### src/rtl/load_store_unit_if.sv
// Core request/response and word-wide data-memory signals of the load/store unit.
// Handshake: a request transfers on a rising clk edge where req_valid && req_ready;
// rsp_valid is a one-cycle completion pulse with no back-pressure.
interface load_store_unit_if;
  logic        req_valid;
  logic        req_ready;
  logic        req_we;
  logic [2:0]  req_funct3;
  logic [31:0] req_addr;
  logic [31:0] req_wdata;
  logic        rsp_valid;
  logic [31:0] rsp_rdata;
  logic        rsp_err;
  logic [31:0] mem_addr;
  logic        mem_r_enable;
  logic        mem_w_enable;
  logic [31:0] mem_wdata;
  logic [31:0] mem_rdata;

  modport slave (
    input  req_valid, req_we, req_funct3, req_addr, req_wdata, mem_rdata,
    output req_ready, rsp_valid, rsp_rdata, rsp_err,
           mem_addr, mem_r_enable, mem_w_enable, mem_wdata
  );

  modport master (
    output req_valid, req_we, req_funct3, req_addr, req_wdata, mem_rdata,
    input  req_ready, rsp_valid, rsp_rdata, rsp_err,
           mem_addr, mem_r_enable, mem_w_enable, mem_wdata
  );
endinterface

### src/rtl/load_store_unit.sv
// RV32I load/store unit in front of a word-wide memory; sub-word stores use read-modify-write.
// Define LSU_MISALIGN_TRAP_EN to reject misaligned accesses instead of aligning them down.
module load_store_unit (
  input  logic             clk,
  input  logic             rst_n,
  load_store_unit_if.slave bus,
  output logic [2:0]       dbg_state
);

  typedef enum logic [2:0] {IDLE, READ, LDRESP, MERGE, WRITE, ERR} state_e;

  state_e      state, state_nxt;
  logic        we_q;
  logic [2:0]  funct3_q;
  logic [31:0] addr_q;
  logic [31:0] wdata_q;
  logic        accept;
  logic        illegal;
  logic        misaligned;
  logic        reject;
  logic [31:0] addr_eff;
  logic [7:0]  ld_byte;
  logic [15:0] ld_half;
  logic [31:0] merged;

  assign accept    = bus.req_valid && (state == IDLE);
  assign dbg_state = state;

  always_comb begin
    illegal    = 1'b0;
    misaligned = 1'b0;
    if (bus.req_we)
      illegal = bus.req_funct3[2] || (bus.req_funct3[1:0] == 2'b11);
    else
      illegal = (bus.req_funct3 == 3'b011) || (bus.req_funct3[2:1] == 2'b11);
    misaligned = ((bus.req_funct3[1:0] == 2'b01) && bus.req_addr[0]) ||
                 ((bus.req_funct3[1:0] == 2'b10) && (bus.req_addr[1:0] != 2'b00));
  end

`ifdef LSU_MISALIGN_TRAP_EN
  assign reject   = illegal || misaligned;
  assign addr_eff = bus.req_addr;
`else
  assign reject = illegal;
  // Halfwords drop bit 0, words drop bits [1:0]; byte accesses are never misaligned.
  always_comb begin
    addr_eff = bus.req_addr;
    if (misaligned)
      addr_eff[1:0] = {bus.req_funct3[1] ? 1'b0 : bus.req_addr[1], 1'b0};
  end
`endif

  always_ff @(posedge clk or negedge rst_n) begin
    if (!rst_n) state <= IDLE;
    else        state <= state_nxt;
  end

  always_ff @(posedge clk or negedge rst_n) begin
    if (!rst_n) begin
      we_q     <= 1'b0;
      funct3_q <= 3'b000;
      addr_q   <= 32'h0;
      wdata_q  <= 32'h0;
    end else if (accept) begin
      we_q     <= bus.req_we;
      funct3_q <= bus.req_funct3;
      addr_q   <= addr_eff;
      wdata_q  <= bus.req_wdata;
    end
  end

  always_comb begin
    state_nxt = state;
    case (state)
      IDLE: begin
        if (accept) begin
          if (reject)                                     state_nxt = ERR;
          else if (bus.req_we && bus.req_funct3 == 3'b010) state_nxt = WRITE;
          else                                            state_nxt = READ;
        end
      end
      READ:    state_nxt = we_q ? MERGE : LDRESP;
      LDRESP:  state_nxt = IDLE;
      MERGE:   state_nxt = IDLE;
      WRITE:   state_nxt = IDLE;
      ERR:     state_nxt = IDLE;
      default: state_nxt = IDLE;
    endcase
  end

  // Lane extraction and byte/halfword insertion on the word returned by the READ cycle.
  always_comb begin
    ld_byte = 8'(bus.mem_rdata >> {addr_q[1:0], 3'b000});
    ld_half = addr_q[1] ? bus.mem_rdata[31:16] : bus.mem_rdata[15:0];
    merged  = bus.mem_rdata;
    if (funct3_q[0]) merged[{addr_q[1], 4'b0000} +: 16]  = wdata_q[15:0];
    else             merged[{addr_q[1:0], 3'b000} +: 8] = wdata_q[7:0];
  end

  always_comb begin
    bus.req_ready    = (state == IDLE);
    bus.rsp_valid    = 1'b0;
    bus.rsp_rdata    = 32'h0;
    bus.rsp_err      = 1'b0;
    bus.mem_addr     = 32'h0;
    bus.mem_r_enable = 1'b0;
    bus.mem_w_enable = 1'b0;
    bus.mem_wdata    = 32'h0;
    case (state)
      READ: begin
        bus.mem_r_enable = 1'b1;
        bus.mem_addr     = {addr_q[31:2], 2'b00};
      end
      LDRESP: begin
        bus.rsp_valid = 1'b1;
        case (funct3_q)
          3'b000:  bus.rsp_rdata = {{24{ld_byte[7]}}, ld_byte};
          3'b100:  bus.rsp_rdata = {24'h0, ld_byte};
          3'b001:  bus.rsp_rdata = {{16{ld_half[15]}}, ld_half};
          3'b101:  bus.rsp_rdata = {16'h0, ld_half};
          default: bus.rsp_rdata = bus.mem_rdata;
        endcase
      end
      MERGE: begin
        bus.mem_w_enable = 1'b1;
        bus.mem_addr     = {addr_q[31:2], 2'b00};
        bus.mem_wdata    = merged;
        bus.rsp_valid    = 1'b1;
      end
      WRITE: begin
        bus.mem_w_enable = 1'b1;
        bus.mem_addr     = {addr_q[31:2], 2'b00};
        bus.mem_wdata    = wdata_q;
        bus.rsp_valid    = 1'b1;
      end
      ERR: begin
        bus.rsp_valid = 1'b1;
        bus.rsp_err   = 1'b1;
      end
      default: ;
    endcase
  end

endmodule

### src/flat_wrapper.sv
// flat-port wrapper written by rule: the top's interface ports become plain ports
module load_store_unit_flat 
  (clk, rst_n, dbg_state, bus_req_valid, bus_req_we, bus_req_funct3, bus_req_addr, bus_req_wdata, bus_mem_rdata, bus_req_ready, bus_rsp_valid, bus_rsp_rdata, bus_rsp_err, bus_mem_addr, bus_mem_r_enable, bus_mem_w_enable, bus_mem_wdata);
  load_store_unit_if bus_i ();
  input  logic clk;
  input  logic rst_n;
  output logic [2:0] dbg_state;
  input wire logic [$bits(bus_i.req_valid)-1:0] bus_req_valid;
  input wire logic [$bits(bus_i.req_we)-1:0] bus_req_we;
  input wire logic [$bits(bus_i.req_funct3)-1:0] bus_req_funct3;
  input wire logic [$bits(bus_i.req_addr)-1:0] bus_req_addr;
  input wire logic [$bits(bus_i.req_wdata)-1:0] bus_req_wdata;
  input wire logic [$bits(bus_i.mem_rdata)-1:0] bus_mem_rdata;
  output wire logic [$bits(bus_i.req_ready)-1:0] bus_req_ready;
  output wire logic [$bits(bus_i.rsp_valid)-1:0] bus_rsp_valid;
  output wire logic [$bits(bus_i.rsp_rdata)-1:0] bus_rsp_rdata;
  output wire logic [$bits(bus_i.rsp_err)-1:0] bus_rsp_err;
  output wire logic [$bits(bus_i.mem_addr)-1:0] bus_mem_addr;
  output wire logic [$bits(bus_i.mem_r_enable)-1:0] bus_mem_r_enable;
  output wire logic [$bits(bus_i.mem_w_enable)-1:0] bus_mem_w_enable;
  output wire logic [$bits(bus_i.mem_wdata)-1:0] bus_mem_wdata;
  assign bus_i.req_valid = bus_req_valid;
  assign bus_i.req_we = bus_req_we;
  assign bus_i.req_funct3 = bus_req_funct3;
  assign bus_i.req_addr = bus_req_addr;
  assign bus_i.req_wdata = bus_req_wdata;
  assign bus_i.mem_rdata = bus_mem_rdata;
  assign bus_req_ready = bus_i.req_ready;
  assign bus_rsp_valid = bus_i.rsp_valid;
  assign bus_rsp_rdata = bus_i.rsp_rdata;
  assign bus_rsp_err = bus_i.rsp_err;
  assign bus_mem_addr = bus_i.mem_addr;
  assign bus_mem_r_enable = bus_i.mem_r_enable;
  assign bus_mem_w_enable = bus_i.mem_w_enable;
  assign bus_mem_wdata = bus_i.mem_wdata;
  load_store_unit u_core (.clk(clk), .rst_n(rst_n), .bus(bus_i), .dbg_state(dbg_state));
endmodule
### config.mk
export PLATFORM = sky130hd
export DESIGN_NAME = load_store_unit_flat
export DESIGN_NICKNAME = d
export VERILOG_FILES = /design/src/rtl/load_store_unit_if.sv /design/src/rtl/load_store_unit.sv /design/src/flat_wrapper.sv
export SDC_FILE = /design/constraint.sdc
export NUM_CORES = 1
export LEC_CHECK = 0
export CAP_MARGIN = 20
export CORE_ASPECT_RATIO = 0.6
export CORE_UTILIZATION = 43
export DETAILED_ROUTE_END_ITERATION = 8
export PLACE_DENSITY = 0.89
export SYNTH_ARGS = -nofsm -noshare
export SYNTH_HDL_FRONTEND = slang
export SYNTH_SLANG_ARGS = --single-unit
### constraint.sdc
create_clock -name clk -period 2.5 [get_ports clk]
set_clock_uncertainty 0.1 [all_clocks]
set_input_delay 0.25 -clock clk [delete_from_list [all_inputs] [get_ports clk]]
set_output_delay 0.25 -clock clk [all_outputs]
set_load 0.01 [all_outputs]
## Word-level counts from Yosys, hierarchy flattened

Cells that the tools add are included.

- Output and inout bits: 104
- Input port bits: 103
- Word-level logic and storage cells: 60
- Bits in registers: 71

- Add/sub/neg operators: 2
- Reductions and logical operators: 13
- Mux-type cells: 20
- Shifts and indexed selects: 5
- Equal/unequal tests: 15

Operator list:

| operator | number |
|---|---|
| one-hot mux 32 bit (4 select lines) | 1 |
| 2-to-1 mux 32 bit | 3 |
| bitwise mux 32 bit | 2 |
| one-hot mux 32 bit (2 select lines) | 1 |
| variable shift 16 x 7 -> 32 bit (first input constant) | 1 |
| variable shift 8 x 7 -> 32 bit (first input constant) | 1 |
| indexed part select 16 x 7 -> 32 bit | 1 |
| indexed part select 8 x 7 -> 32 bit | 1 |
| right shift 32 x 5 -> 8 bit | 1 |
| 2-to-1 mux 16 bit | 1 |
| negator 5 -> 7 bit | 2 |
| equality test 3 x 2 -> 1 bit (second input constant) | 4 |
| equality test 3 bit (second input constant) | 4 |
| 2-to-1 mux 3 bit | 3 |
| 2-to-1 mux 1 bit | 7 |
| equality test 2 bit (second input constant) | 3 |
| equality test 3 x 1 -> 1 bit (second input constant) | 2 |
| logical NOT 3 bit | 2 |
| one-hot mux 3 bit (2 select lines) | 1 |
| logical AND 1 bit | 4 |
| OR reduction 4 bit | 1 |
| logical OR 1 bit | 3 |
| OR reduction 3 bit | 1 |
| equality test 2 x 1 -> 1 bit (second input constant) | 1 |
| 4 further kinds | 4 |

## Longest topological paths before layout

Gate-level depths: netlist of the first run.

- Depth in word-level cells: 6
- Depth in mapped cells: 8

## Worst setup path before layout of the first run

No wires, ideal clock.

- Path kind: flip-flop to output port
- Start: reg u_core.addr_q[1]
- End: out bus_mem_wdata[16]
- Slack: 117 ps
- Arrival time: 2033 ps
- Required time: 2150 ps
- Cell stages (with the launch flop): 8
- Cells stage by stage: dfrtp_1 > buf_2 > buf_4 > inv_1 > ha_1 > nor4b_2 > a221o_1 > a22o_1

- Longest elaborated chain between the ends: 5

Ends and longest elaborated chain:

| element | line | text |
|---|---|---|
| from (decl) | load_store_unit.sv:15 | `logic [31:0] addr_q;` |
| from (signal assigned) | load_store_unit.sv:67 | `addr_q <= addr_eff;` |
| negator 5 -> 7 bit (on tied branches) | load_store_unit.sv:96, load_store_unit.sv:97 |  |
| indexed part select 16 x 7 -> 32 bit (tied with other cells) | load_store_unit.sv:96 | `if (funct3_q[0]) merged[{addr_q[1], 4'b0000} +: 16] = wdata_q[15:0];` |
| bitwise mux 32 bit (on tied branches) | load_store_unit.sv:96, load_store_unit.sv:97 |  |
| 2-to-1 mux 32 bit (*) | load_store_unit.sv:96 |  |
| one-hot mux 32 bit (2 select lines) (*) | load_store_unit.sv:109 | `case (state)` |
| to (decl) | flat_wrapper.sv:21 | `output wire logic [$bits(bus_i.mem_wdata)-1:0] bus_mem_wdata;` |

Every way passes the cells marked *; elsewhere a longest branch is shown, timed or not.

## Worst setup path after layout of the first run

- Start: reg u_core.addr_q[1]
- End: out bus_mem_wdata[26]

The elaborated chain is that of the path after synthesis.

==> results of run 1 <==
[stage by stage]
| step | total power [mW] | hold WS [ps] |
|---|---|---|
| finish | 8.79 | 339 |
| global route | 9.27 | 344 |
| CTS | 8.42 | 335 |
| detailed placement | 6.84 | 176 |
| global placement | 6.68 | 170 |
| floorplan | 4.71 | -146 |
[cell usage in the layout (no fill, tap or decap), drive strengths merged]
cell / synthesis / layout
a21oi: 29 / 29
a221o: 24 / 24
a221oi: 8 / 8
a22o: 32 / 32
a22oi: 1 / 1
and2: 2 / 2
and3b: 1 / 1
buf: 23 / 101
bufinv: 0 / 1
clkbuf: 21 / 20
clkdlybuf4s15: 0 / 3
clkdlybuf4s50: 0 / 139
clkinv: 2 / 3
clkinvlp: 0 / 1
conb: 1 / 2
dfrtp: 71 / 71
dlygate4sd2: 0 / 21
dlygate4sd3: 0 / 1
dlymetal6s2s: 0 / 3
ha: 5 / 5
inv: 14 / 16
mux2i: 26 / 26
nand2: 245 / 245
nand2b: 3 / 3
nand3: 4 / 4
nor2: 13 / 14
nor2b: 37 / 37
nor3: 15 / 15
nor4: 1 / 1
nor4b: 1 / 1
o21ai: 13 / 13
o22ai: 8 / 8
or3: 1 / 1
or3b: 2 / 2
xnor2: 1 / 1
xor2: 1 / 1
[per-layer routing]
layer / routed length, µm / vias up
met1: 7820 / 2699
met3: 2500 / 40
li1: - / 2549
met5: 0 / -
met2: 8480 / 336
met4: 293 / 0
[Yosys cell counts (all sizes together)]
cell | count | share of area (%)
a21oi | 29 | 3.3
a221o | 24 | 5.1
a221oi | 8 | 2.5
a22o | 32 | 5.9
a22oi | 1 | 0.16
and2 | 2 | 0.26
and3b | 1 | 0.18
buf | 23 | 2.9
clkbuf | 21 | 1.7
clkinv | 2 | 0.16
conb | 1 | 0.079
dfrtp | 71 | 37
ha | 5 | 1.3
inv | 14 | 1.1
mux2i | 26 | 5.5
nand2 | 245 | 19
nand2b | 3 | 0.39
nand3 | 4 | 0.42
nor2 | 13 | 1.2
nor2b | 37 | 4.9
nor3 | 15 | 1.9
nor4 | 1 | 0.45
nor4b | 1 | 0.32
o21ai | 13 | 1.4
o22ai | 8 | 1.3
or3 | 1 | 0.13
or3b | 2 | 0.37
xnor2 | 1 | 0.18
xor2 | 1 | 0.18
[report_power, final]
group / switching, mW / total [mW] / internal [mW]
logic: 2.73 / 5.19 / 2.46
clock network: 0.523 / 1.36 / 0.834
registers: 0.547 / 2.24 / 1.69
[sequential cells by signal, summed over array words and instances (netlist names)]
register and count:
u_core.addr_q 32, u_core.wdata_q 32, u_core.dbg_state 3, u_core.funct3_q 3
u_core.we_q 1
[cells by family after synthesis]
kind of cell             Yosys count  share of synthesized area [%]
XOR/XNOR                           2                          0.369
AND/OR/NAND/NOR                  325                           29.8
flip-flops                        71                           37.4
multiplexers                      26                           5.48
AO/OA/AOI/OAI                    115                           19.7
adder cells (fa/ha/maj)            5                           1.32
buffers and inverters             60                           5.82
other                              1                         0.0789
[worst max-delay path: cells and delay by family (launching register included)]
family / cells / cell delay, ps
compound gates: 2 / 520
fa+ha+maj: 1 / 170
buf+inv: 6 / 760
flops: 1 / 460
simple gates: 1 / 60
[worst max path at each step]
stage / from / to / slack, ps / cells after the start
after floorplan: u_core.addr_q[1] / bus_mem_wdata[16] / 120 / 7
after global placement: u_core.addr_q[0] / bus_mem_wdata[17] / -240 / 7
after detailed placement: u_core.addr_q[0] / bus_mem_wdata[18] / -370 / 7
after CTS: u_core.addr_q[1] / bus_mem_wdata[29] / -220 / 9
after global routing: u_core.addr_q[1] / bus_mem_wdata[26] / -210 / 10
final: u_core.addr_q[1] / bus_mem_wdata[26] / -180 / 10
[what timing repair did]
action                                  CTS  global route
endpoints found under the hold margin    39             0
gates cloned                              1             0
endpoints found under the setup margin   94            86
buffers inserted                         22            13
hold buffers                              1             0
pin swaps                                13            21
resized for setup                       155            69
[final cells by class]
cell class                      instances  area [µm²]  share of cell area, %
Multi-Input combinational cell        476        2890                   37.3
Timing Repair Buffer                  277        2520                   32.6
Sequential cell                        71        1780                   23.0
Clock buffer                           11         253                   3.27
Tap cell                              139         174                   2.25
Clock inverter                          5        63.8                  0.824
Inverter                               16        63.8                  0.824
==> impl_metrics.yaml, run 1 <==
status:
  outcome: "finished, violations left"
  violations: "setup timing"
worst_setup_path:
  crit_required_ps: 2150
  r2r_end: "u_core.wdata_q[20]"
  r2r_slack_ps: 430
  crit_type: "reg -> out"
  reg2reg_from: "u_core.dbg_state[2]"
  cp_cell_sequence: "buf_12, ha_2, inv_2, nor4_4, buf_4, buf_6, buf_4, a221o_1, a22o_1, clkbuf_2"
  arrival_ps: 2330
  cp_max_fo: 6
  startpoint_type: "flop"
  crit_top_cell: "buf_4"
  endpoint_kind: "output pin"
  crit_slowest_cell: "dfrtp_2"
  reg2reg_depth: 6
  slowest_delay_ps: 460
placement:
  io_buffers: 204
  gp_congestion: 0.928
  hpwl_um: 13700
  postPlaceCellArea_um2: 7130
  placement.setup.worst_slack_ps: -370
  dp.cells: 949
floorplan:
  num_rows: 29
  die_w_um: 138
  ioPinCount: 207
  die_h_um: 83.4
  start_util_pct: 44.5
  core-area_um2: 10700
  die_area_um2: 11500
clocking:
  htree_levels: 3
  worst_skew_pair.late_latency_ps: 340
  cts.sinks: 71
  path_clk_slew_ps: 60
  cts_made_buffers: 9
  cts-root-buf: "clkbuf_16"
  cts_tree: "done"
  clockBufferDepth: 2
global_route:
  grt_pass1_wl_um: 29100
  use_met3_pct: 12.5
  grt_max_degree: 55
  grt_pass1_vias: 5398
  grt.busiest_layer: "met2"
  met1_usage_pct: 45.0
  grt_antenna_before_repair: 0
  grt.overflow.total: 0
  track_usage_pct: 33.3
  global_route.usage.met2_pct: 50.6
yosys:
  ys_warn_count: 0
  netlist_instances: 605
  syn_area_um2: 4750
  yosys.cell_types.count: 38
  synth_seq_area_share_pct: 37.4
  syn_area_per_cell_um2: 7.85
  ys_ff_latch: 71
final_layout:
  antenna_cells_inserted: 0
  num-fill-cells: 844
  drive_gt1_share_pct: 19.5
  fin_util_pct: 72.6
  nNetsFinal: 959
  areaGrowthSynthToFinish_pct: 62.9
  finalNonFillerCells: 995
  finalInstanceArea_um2: 7740
hold_path:
  holdPathStages: 3
  min_from: "bus_req_addr[16]"
  holdPathEnd: "u_core.addr_q[16]"
  hp-class: "in -> reg"
routing:
  drc: 0
  wl_per_cell_um: 19.2
  viasPerCell: 5.65
  wl_um: 19100
  firstDrtPassIters: 7
  ant_nets: 0
  num_vias: 5624
  drtIter0Drc: 460
sta:
  fin_ws_ps: -178
  max_freq_ghz: 0.373
  setup_viol: 21
  slew_headroom_pct: 62.9
  hold_violations: 0
  tightestPinTransition_ps: 557
  period_minus_slack_ps: 2680
  finalCritPeriodShare_pct: 107
  drv_slew: 0
  rsz0062_at_grt: "yes"
  fin_tns_setup_ps: -1190
power:
  power.density_nw_per_um2: 1140
  p_leak_nw: 3.83
  ir_worst_vdd_v: 0.000692
job:
  cap_violations: 0
Note: power is estimated with default switching activity, not from simulation.
==> inputs of run 2 (changes only) <==
--- a/config.mk
+++ b/config.mk
@@ -6,7 +6,8 @@
 export NUM_CORES = 1
 export LEC_CHECK = 0
+export ABC_AREA = 1
 export CAP_MARGIN = 20
 export CORE_ASPECT_RATIO = 0.6
-export CORE_UTILIZATION = 43
+export CORE_UTILIZATION = 45
 export DETAILED_ROUTE_END_ITERATION = 8
 export PLACE_DENSITY = 0.89
==> constraint.sdc (replaced) <==
create_clock -name clk -period 2.5 [get_ports clk]
set_clock_uncertainty 0.1 [all_clocks]
set_input_delay 0.5 -clock clk [delete_from_list [all_inputs] [get_ports clk]]
set_output_delay 0.5 -clock clk [all_outputs]
set_load 0.01 [all_outputs]
==> run 2 against run 1 <==
The run ends with hold timing, setup timing left. Sequential power rose by 2%. Register-to-register slack improved by 350 ps. Cell count rose by 31%. Maximum frequency rose by 3.6%. Worst hold slack got worse by 340 ps. Critical endpoint is now bus_mem_wdata[30]. Synthesized cell count rose by 44%. Non-clock buffer count rose by 33. Die area rose by 8.1%. Total power rose by 23%. Global-route usage rose by 2.8 points.
==> impl_metrics.yaml, run 2 <==
global_route:
  grt.overflow.total: 0
  grt_max_degree: 64
  track_usage_pct: 36.1
  grt_pass1_wl_um: 33800
  grt_antenna_before_repair: 0
  grt_pass1_vias: 6224
yosys:
  synth_commonest_cells: "nand2_1, a21oi_1, o21ai_0"
  synth_most_common_cell: "nand2_1"
  synthSimpleGateAreaFrac_pct: 36.1
  yosys.cell_types.count: 28
  yosys.area.top_type: "dfrtp_1"
  synth_top_family_by_area: "simple AND/OR/NAND/NOR gates"
  synthMuxAreaShare_pct: 0
  synth_edf_count: 0
  syn_area_per_cell_um2: 6.17
  ys_ff_latch: 71
  yosys-top-cells-area: "dfrtp_1, nand2_1, a21oi_1"
  ys_warn_count: 0
  synth_xor_area_share_pct: 0
  synth_adder_area_share_pct: 1.16
  netlist_instances: 873
  synth-compound-area-share_pct: 18.3
  synth_top_area_share_pct: 33.0
  ys_async_sr_fraction_pct: 100
  ys.flop_type: "dfrtp_1"
  syn_area_um2: 5380
  synth_seq_area_share_pct: 33.0
routing:
  drc: 0
  ant_nets: 0
  wl_per_cell_um: 18.1
  viasPerCell: 5.53
  num_vias: 7215
  wl_um: 23700
  firstDrtPassIters: 6
  drtIter0Drc: 905
clocking:
  cts_tree: "done"
  cts-root-buf: "clkbuf_16"
  path_clk_slew_ps: 60
  cts_made_buffers: 9
  holdBufCountCts: 0
  htree_levels: 3
  cts.sinks: 71
  clockBufferDepth: 2
  worst_skew_pair.late_latency_ps: 340
final_layout:
  multiInputGateArea_um2: 3480
  mostFrequentLayoutCells: "nand2_1, clkdlybuf4s50_1, a21oi_1, buf_4, dfrtp_1"
  drive_gt1_share_pct: 30.3
  final_common_cell: "nand2_1"
  ff_latch_area_um2: 1780
  antenna_cells_inserted: 0
  areaGrowthSynthToFinish_pct: 63.8
  top_regs: "u_core.addr_q (32), u_core.wdata_q (32)"
  nNetsFinal: 1247
  finalInstanceArea_um2: 8820
  num-fill-cells: 848
status:
  outcome: "finished, violations left"
  violations: "hold timing, setup timing"
placement:
  postPlaceCellArea_um2: 8050
  hpwl_um: 16100
  gp_congestion: 1.08
  placement.setup.worst_slack_ps: -418
  io_buffers: 204
worst_setup_path:
  r2r_slack_ps: 780
  cp_max_fo: 8
  reg2reg_depth: 6
  startpoint_type: "flop"
  crit_slowest_cell: "dfrtp_2"
  arrival_ps: 1990
  reg2reg_from: "u_core.dbg_state[2]"
  crit_type: "reg -> out"
  cp_num_buf_inv: 5
  crit_top_cell: "buf_6"
  endpoint_kind: "output pin"
  cp_cell_sequence: "inv_4, ha_4, buf_6, buf_6, inv_6, nand2_8, o21ai_4, nand3_2, nand2_2, buf_6"
  crit_required_ps: 1900
  slowest_delay_ps: 440
  r2r_end: "u_core.addr_q[23]"
  cp_top_family: "buffers and inverters"
floorplan:
  num_rows: 30
  die_w_um: 143
  start_util_pct: 46.9
  ioPinCount: 207
  core-area_um2: 11500
  die_h_um: 86.7
  die_area_um2: 12400
sta:
  drv_slew: 0
  period_minus_slack_ps: 2590
  max_freq_ghz: 0.387
  whs_ps: -0.471
  fin_tns_setup_ps: -954
  finalCritPeriodShare_pct: 103
  rsz0062_at_grt: "yes"
  setup_viol: 32
  fin_ws_ps: -85.0
  hold_violations: 1
hold_path:
  hp-class: "in -> async"
power:
  power.density_nw_per_um2: 1230
  p_leak_nw: 4.54
  ir_worst_vdd_v: 0.000550
job:
  cap_violations: 0
## run 2: power breakdown
part / switching (mW) / leakage (nW) / internal (mW) / total [mW]
Sequential: 0.588 / 0.877 / 1.70 / 2.29
Clock: 0.554 / 0.140 / 0.785 / 1.34
Combinational: 4.14 / 3.52 / 3.07 / 7.22
Total: 5.29 / 4.54 / 5.56 / 10.8
## run 2: how the worst max path moves through the flow
stage | slack [ps] | endpoint | cells past startpoint | from
floorplan | 160 | bus_mem_wdata[6] | 9 | u_core.addr_q[1]
global placement | -380 | bus_mem_wdata[27] | 6 | bus_mem_rdata[27]
detailed placement | -420 | bus_rsp_rdata[29] | 9 | bus_mem_rdata[31]
CTS | -180 | bus_mem_wdata[18] | 10 | u_core.addr_q[0]
global route | -120 | bus_mem_wdata[30] | 10 | u_core.addr_q[0]
finish | -90 | bus_mem_wdata[30] | 10 | u_core.addr_q[0]
## run 2: cell type report
cell class                 instances  area share (%)
multi-input combinational        673            39.5
sequential                        71            20.2
clock inverter                     7           0.922
tap                              160            2.27
timing repair buffer             310            31.3
clock buffer                       9            2.55
inverter                          74            3.32
## run 2: cell families (layout without fill, tap and decap cells)
logic type               count (synthesis)  after routing
adder cells (fa/ha/maj)                  5              5
other                                    1              2
AND/OR/NAND/NOR                        476            476
AO/OA/AOI/OAI                          190            190
flip-flops                              71             71
buffers and inverters                  130            400
## run 2: per-stage QoR
step	total power, mW	util [%]	cells
after CTS	9.91	73.6	1299
final	10.8	76.8	1304
after floorplan	5.47	-	874
after global routing	11.5	76.8	1304
after global placement	8.01	70.0	1263
after detailed placement	8.12	70.0	1263
## run 2: layer usage
| metal | vias to the layer above | wire length (µm) | global-route usage, % |
|---|---|---|---|
| met5 | - | 0 | 0 |
| met3 | 63 | 3460 | 12.8 |
| met4 | 0 | 520 | 10.3 |
| met2 | 547 | 10100 | 52.7 |
| li1 | 3317 | - | - |
| met1 | 3288 | 9540 | 50.2 |
## run 2: what timing repair did
action / 4_1_cts / 5_1_grt
setup buffers: 17 / 4
pin swaps: 24 / 44
endpoints found under the setup margin: 96 / 93
resized for setup: 362 / 171
cloned: 3 / 3
hold endpoints to repair: 0 / 0
